### config.mk
export PLATFORM = sky130hd
export DESIGN_NAME = dac_run_sequencer
export DESIGN_NICKNAME = d
export VERILOG_FILES = /design/src/rtl/dac_run_sequencer.sv
export SDC_FILE = /design/constraint.sdc
export NUM_CORES = 1
export LEC_CHECK = 0
export CORE_ASPECT_RATIO = 1.75
export CORE_MARGIN = 2
export CORE_UTILIZATION = 45
export CTS_CLUSTER_DIAMETER = 40
export DETAILED_ROUTE_END_ITERATION = 7
export GPL_TIMING_DRIVEN = 0
export PLACE_DENSITY_LB_ADDON = 0.05
export SLEW_MARGIN = 20
export SYNTH_ARGS = -nofsm -noshare
export SYNTH_HDL_FRONTEND = slang
export SYNTH_SLANG_ARGS = --single-unit
### constraint.sdc
create_clock -name clk -period 10.3 [get_ports clk]
set_input_delay 1.545 -clock clk [delete_from_list [all_inputs] [get_ports clk]]
set_output_delay 1.545 -clock clk [all_outputs]
set_load 0.02 [all_outputs]
### src/rtl/dac_run_sequencer.sv
// dac_run_sequencer: sequences one DAC/ADC acquisition run per GPIO trigger edge.
// Phases IDLE -> PRE -> RUN -> POST -> IDLE; empty phases are skipped.
// Optional feature macro: LOCKING_WAVEFORM_EN (lock_active high in IDLE after a completed run).
module dac_run_sequencer #(
    parameter int unsigned CNT_W       = 32,
    parameter int unsigned SYNC_STAGES = 2
) (
    input  logic             clk,
    input  logic             rstn,
    input  logic             trigger_in,
    input  logic             abort,
    input  logic [CNT_W-1:0] pre_delay,
    input  logic [CNT_W-1:0] run_cycles,
    input  logic [CNT_W-1:0] post_delay,
    input  logic             mask_en,
    output logic             busy,
    output logic             fifo_rd_en,
    output logic             mask_active,
    output logic             adc_trig,
    output logic             done,
    output logic             overrun,
    output logic             lock_active
);

    typedef enum logic [1:0] {
        IDLE = 2'd0,
        PRE  = 2'd1,
        RUN  = 2'd2,
        POST = 2'd3
    } state_t;

    state_t                 state_q;
    state_t                 state_nxt;
    logic [CNT_W-1:0]       cnt_q;
    logic [CNT_W-1:0]       cnt_nxt;
    logic [CNT_W-1:0]       run_sh;
    logic [CNT_W-1:0]       post_sh;
    logic                   mask_sh;
    logic [SYNC_STAGES-1:0] sync_q;
    logic                   sync_prev;
    logic                   trig_pulse;
    logic                   start;
    logic                   done_nxt;
    logic                   mask_nxt;
    logic [CNT_W-1:0]       run_sel;
    logic [CNT_W-1:0]       post_sel;

    // Trigger synchronizer plus registered rising-edge detect.
    always_ff @(posedge clk or negedge rstn) begin
        if (!rstn) begin
            sync_q     <= '0;
            sync_prev  <= 1'b0;
            trig_pulse <= 1'b0;
        end else begin
            sync_q     <= {sync_q[SYNC_STAGES-2:0], trigger_in};
            sync_prev  <= sync_q[SYNC_STAGES-1];
            trig_pulse <= sync_q[SYNC_STAGES-1] & ~sync_prev;
        end
    end

    // Next-state and counter logic; the trigger cycle uses live config, later phases the shadows.
    always_comb begin
        start     = (state_q == IDLE) && trig_pulse && !abort;
        run_sel   = start ? run_cycles : run_sh;
        post_sel  = start ? post_delay : post_sh;
        mask_nxt  = start ? mask_en    : mask_sh;
        state_nxt = state_q;
        cnt_nxt   = cnt_q;
        done_nxt  = 1'b0;
        if (abort) begin
            state_nxt = IDLE;
            cnt_nxt   = '0;
        end else begin
            case (state_q)
                IDLE: begin
                    if (trig_pulse) begin
                        if (pre_delay != '0) begin
                            state_nxt = PRE;
                            cnt_nxt   = pre_delay - CNT_W'(1);
                        end else if (run_sel != '0) begin
                            state_nxt = RUN;
                            cnt_nxt   = run_sel - CNT_W'(1);
                        end else if (post_sel != '0) begin
                            state_nxt = POST;
                            cnt_nxt   = post_sel - CNT_W'(1);
                        end else begin
                            done_nxt = 1'b1;
                        end
                    end
                end
                PRE: begin
                    if (cnt_q != '0) begin
                        cnt_nxt = cnt_q - CNT_W'(1);
                    end else if (run_sel != '0) begin
                        state_nxt = RUN;
                        cnt_nxt   = run_sel - CNT_W'(1);
                    end else if (post_sel != '0) begin
                        state_nxt = POST;
                        cnt_nxt   = post_sel - CNT_W'(1);
                    end else begin
                        state_nxt = IDLE;
                        done_nxt  = 1'b1;
                    end
                end
                RUN: begin
                    if (cnt_q != '0) begin
                        cnt_nxt = cnt_q - CNT_W'(1);
                    end else if (post_sel != '0) begin
                        state_nxt = POST;
                        cnt_nxt   = post_sel - CNT_W'(1);
                    end else begin
                        state_nxt = IDLE;
                        done_nxt  = 1'b1;
                    end
                end
                POST: begin
                    if (cnt_q != '0) begin
                        cnt_nxt = cnt_q - CNT_W'(1);
                    end else begin
                        state_nxt = IDLE;
                        done_nxt  = 1'b1;
                    end
                end
                default: begin
                    state_nxt = IDLE;
                    cnt_nxt   = '0;
                end
            endcase
        end
    end

    // State, shadow config and registered outputs decoded from the next state.
    always_ff @(posedge clk or negedge rstn) begin
        if (!rstn) begin
            state_q     <= IDLE;
            cnt_q       <= '0;
            run_sh      <= '0;
            post_sh     <= '0;
            mask_sh     <= 1'b0;
            busy        <= 1'b0;
            fifo_rd_en  <= 1'b0;
            mask_active <= 1'b0;
            adc_trig    <= 1'b0;
            done        <= 1'b0;
            overrun     <= 1'b0;
        end else begin
            state_q <= state_nxt;
            cnt_q   <= cnt_nxt;
            if (start) begin
                run_sh  <= run_cycles;
                post_sh <= post_delay;
                mask_sh <= mask_en;
            end
            busy        <= (state_nxt != IDLE);
            fifo_rd_en  <= (state_nxt == RUN);
            mask_active <= (state_nxt == RUN) && mask_nxt;
            adc_trig    <= (state_nxt == RUN) && (state_q != RUN);
            done        <= done_nxt;
            if (trig_pulse && (state_q != IDLE)) begin
                overrun <= 1'b1;
            end
        end
    end

`ifdef LOCKING_WAVEFORM_EN
    logic locked_q;
    logic locked_nxt;

    // Lock is armed by a completed run and dropped by abort.
    always_comb begin
        locked_nxt = locked_q;
        if (abort) begin
            locked_nxt = 1'b0;
        end else if (done_nxt) begin
            locked_nxt = 1'b1;
        end
    end

    // Locking waveform plays only while idle between runs.
    always_ff @(posedge clk or negedge rstn) begin
        if (!rstn) begin
            locked_q    <= 1'b0;
            lock_active <= 1'b0;
        end else begin
            locked_q    <= locked_nxt;
            lock_active <= locked_nxt && (state_nxt == IDLE);
        end
    end
`else
    assign lock_active = 1'b0;
`endif

endmodule
==> metrics.txt, run 1 <==
RSZ-0062 raised after global routing no; # hold bufs at CTS 0; Worst setup EP type flop; Final WS setup approximately 3 ns; met3 routed WL 3120 um; cell count along the critical path 16; root buf cell clkbuf_16; most numerous cell in the Yosys netlist nand2_1; Pwr Density 140 mW/mm^2; Critical Path Source abort; synth-to-layout area growth 18.4%; sequential fraction of the synthesis area between 20% and 30%; Setup crit end cnt_q[12]; Syn Inst Count 1198; most instantiated cells after synthesis nand2_1, dfrtp_1, nor3_1; critical path type input pin to flop; Crit path top cell by count clkbuf_1; Die Ht around 190 um; peak supply drop 89.8 uV; Req. time, crit path 10.61 ns; leading area contributor after synthesis dfrtp_1; Worst Path Arrival 7.64 ns; Synth Warn # 0; outcome finished clean; period utilisation layout 71.2%; ys async rst share 100%; R2R Path End cnt_q[12]; chip width about 110 um; Slew Viols, Final 0; synthesized area per cell 7.76 sq um; Compound-Gate Fraction of Synth Area 19.6%; Core Area 0.0203 sq mm; synthesized area 0.00930 sq mm; dominant synthesized flop cell dfrtp_1; crit path cell chain clkbuf_1 -> nor4b_4 -> buf_2 -> buf_1 -> clkbuf_1 -> buf_1 -> nand2_1 -> and2_1 -> ha_1 -> o2111a_1 -> nand2_1 -> clkbuf_1 -> nand3_1 -> a22oi_1 -> o211ai_1 -> nand3_1; routability cong. between 1 and 1.5; Clock Skew about 0.015 ns; CTS buffer count 9; worst slew pin tran 1.15 ns; CP peak stage delay around 0.75 ns; DR top layer met4; post-route insts no fill 1567; top-area cell type share of the netlist area 29.3%; reg2reg setup slack between 3 and 4 ns; Vias 10300; routed wl met2 20800 um; fmax 0.136 GHz; DRT Wirelength 42300 um; main area contributors after synthesis dfrtp_1, nand2_1, xnor2_1; Antenna diodes 0; Remaining DRCs 0; main combinational cell family by area after synthesis simple AND/OR/NAND/NOR gates; Max Cap Violations 0; Post-Synth XOR/XNOR Area 9.61%; final hold vios 0; layout cell share with drive strength beyond 1 under 10%; first-pass detailed-route iteration total 8; wire length of the first global-routing pass 63000 um; unique cell type count in the Yosys netlist 81; simple-gate area share of the yosys netlist between 30 and 40%; Finish-stage setup viols 0; wire length on met1 14900 um; power after layout 0.00154 W; I/O pins 108; postcts setup bufs 0; r2r startpoint state_q[0]; Setup WS pre-CTS between 2 and 3 ns; TritonCTS clock tree yes; Rel. slew slack 22.4%; CP top delay family buffers and inverters; post-cts sizing count 0; Fillers 1976; adder-cell share of the synthesized area 0.915%; Crit-path slowest cell clkbuf_1; initial antenna violation count 0; # placed instances 1552; Reg clk slew, reported paths roughly 0.07 ns; Skew-Pair Late Insertion Delay 0.38 ns; Post-synth EDFFs 0; DR iter-0 viols between 900 and 1000; drt wl/cell 27.0 um; largest net degree at the start of global routing around 60; synthesis-stage register bit count 109; Overflow after GRT 0; ANT nets after route 0; Initial Utilization between 40% and 50%; Final min period ~7.3 ns; number of H-tree levels 3; mux cell area share after synthesis 5.29%; vias in the first global route 10400; worst reg2reg path depth 16; TNS Setup 0 ns; Rows 69; Hold Path Class flop to flop; die area around 0.022 sq mm; startpoint types input pin; CP bufs+invs 6; CTS Buffer Depth 2; total track usage between 30 and 40%; Post-Syn Nets 1305; IO buf count ~110; clock sinks around 110; Post-DP HPWL 33200 um; Nets roughly 1400; via/cell ratio 6.59; CP Max Fanout 10; Leakage 4.49 nW
## worst register-to-register path, cell delays in order, from the launching register on
cell,delay (ns)
dfrtp_1,0.36
buf_2,0.18
nor4b_4,0.73
buf_2,0.40
buf_1,0.54
clkbuf_1,0.58
buf_1,0.69
nand2_1,0.10
and2_1,0.20
ha_1,0.23
o2111a_1,0.29
nand2_1,0.58
clkbuf_1,0.75
nand3_1,0.28
a22oi_1,0.30
o211ai_1,0.11
nand3_1,0.10
## kinds of logic (layout without fill, tap and decap cells)
group	count (synthesis)	in the layout
buffers and inverters	99	220
other	1	1
adder cells (fa/ha/maj)	7	7
XOR/XNOR	102	102
multiplexers	46	46
flip-flops	109	109
AND/OR/NAND/NOR	572	572
AO/OA/AOI/OAI	262	262
## report_power, final
part	switching [W]	internal (W)	total, W
combinational	0.000381	0.000225	0.000606
sequential	0.0000682	0.000494	0.000563
clock	0.000181	0.000193	0.000374
total	0.000631	0.000912	0.00154
## stage by stage
stage / utilization [%] / hold slack, ns / area [sq um]
after global routing: 54.3 / 0.366 / 11000
after floorplan: - / 0.331 / 9300
final: 54.3 / 0.358 / 11000
after global placement: 52.6 / 0.348 / 10700
after detailed placement: 52.8 / 0.345 / 10700
after CTS: 54.3 / 0.361 / 11000
## area by class of cell
class	count	area (sq um)	area share (%)
plain buffers	70	309	2.81
multi-input cells	990	6190	56.2
well taps	248	310	2.82
flip-flops and latches	109	2730	24.8
clock inverters	4	50.0	0.454
repair buffers	107	1080	9.85
inverters	29	109	0.988
clock buffers	10	239	2.17
## sequential cells by signal (all words and copies together), names as in the netlist
name / count
mask_active: 1
state_q: 2
cnt_q: 32
post_sh: 32
run_sh: 32
sync_q: 2
sync_prev: 1
done: 1
mask_sh: 1
fifo_rd_en: 1
busy: 1
overrun: 1
trig_pulse: 1
adc_trig: 1
## worst min-delay path by stage
stage | start | end | slack (ns) | depth (start not counted)
finish | sync_q[0] | sync_q[1] | 0.36 | 0
detailed placement | sync_q[0] | sync_q[1] | 0.35 | 0
global route | sync_q[0] | sync_q[1] | 0.37 | 0
CTS | sync_q[0] | sync_q[1] | 0.36 | 0
floorplan | sync_q[0] | sync_q[1] | 0.33 | 0
global placement | sync_q[0] | sync_q[1] | 0.35 | 0
## routing by layer
layer | global-route usage, % | vias to the layer above
li1 | - | 4683
met1 | 42.8 | 4812
met2 | 65.9 | 628
met3 | 5.88 | 202
met4 | 28.3 | 0
met5 | 0 | -
## placed cells by master, fill, tap and decap left out, types with 10 or more instances in the layout
cell type / netlist / layout
nand2_1: 210 / 210
dfrtp_1: 109 / 109
clkdlybuf4s50_1: 0 / 104
nor3_1: 91 / 89
xnor2_1: 66 / 66
nor2_1: 62 / 62
o21ai_0: 53 / 53
a21oi_1: 51 / 51
nor4_1: 49 / 48
clkbuf_1: 46 / 46
nand3_1: 39 / 39
mux2i_1: 36 / 36
xor2_1: 36 / 36
inv_1: 29 / 29
or4_1: 19 / 19
nand4_1: 18 / 18
o211ai_1: 16 / 16
or3_1: 15 / 15
a31oi_1: 13 / 13
a22oi_1: 12 / 12
a22o_1: 12 / 12
buf_2: 10 / 10
Note: power is estimated with default switching activity, not from simulation.
==> inputs of run 2 (changes only) <==
clock period = 7 ns   (was 10.3 ns; I/O delays follow)
==> results of run 2 <==
The final DEF is identical to that of run 1. Status: finished clean.
Main changes from that run: setup slack after placement 2.81 ns -> 0.00584 ns; setup slack after layout 2.97 ns -> 0.164 ns; register-to-register setup slack 3.81 ns -> 0.51 ns; total power 0.00154 W -> 0.00227 W; worst IR drop on VDD 89.8 uV -> 132 uV
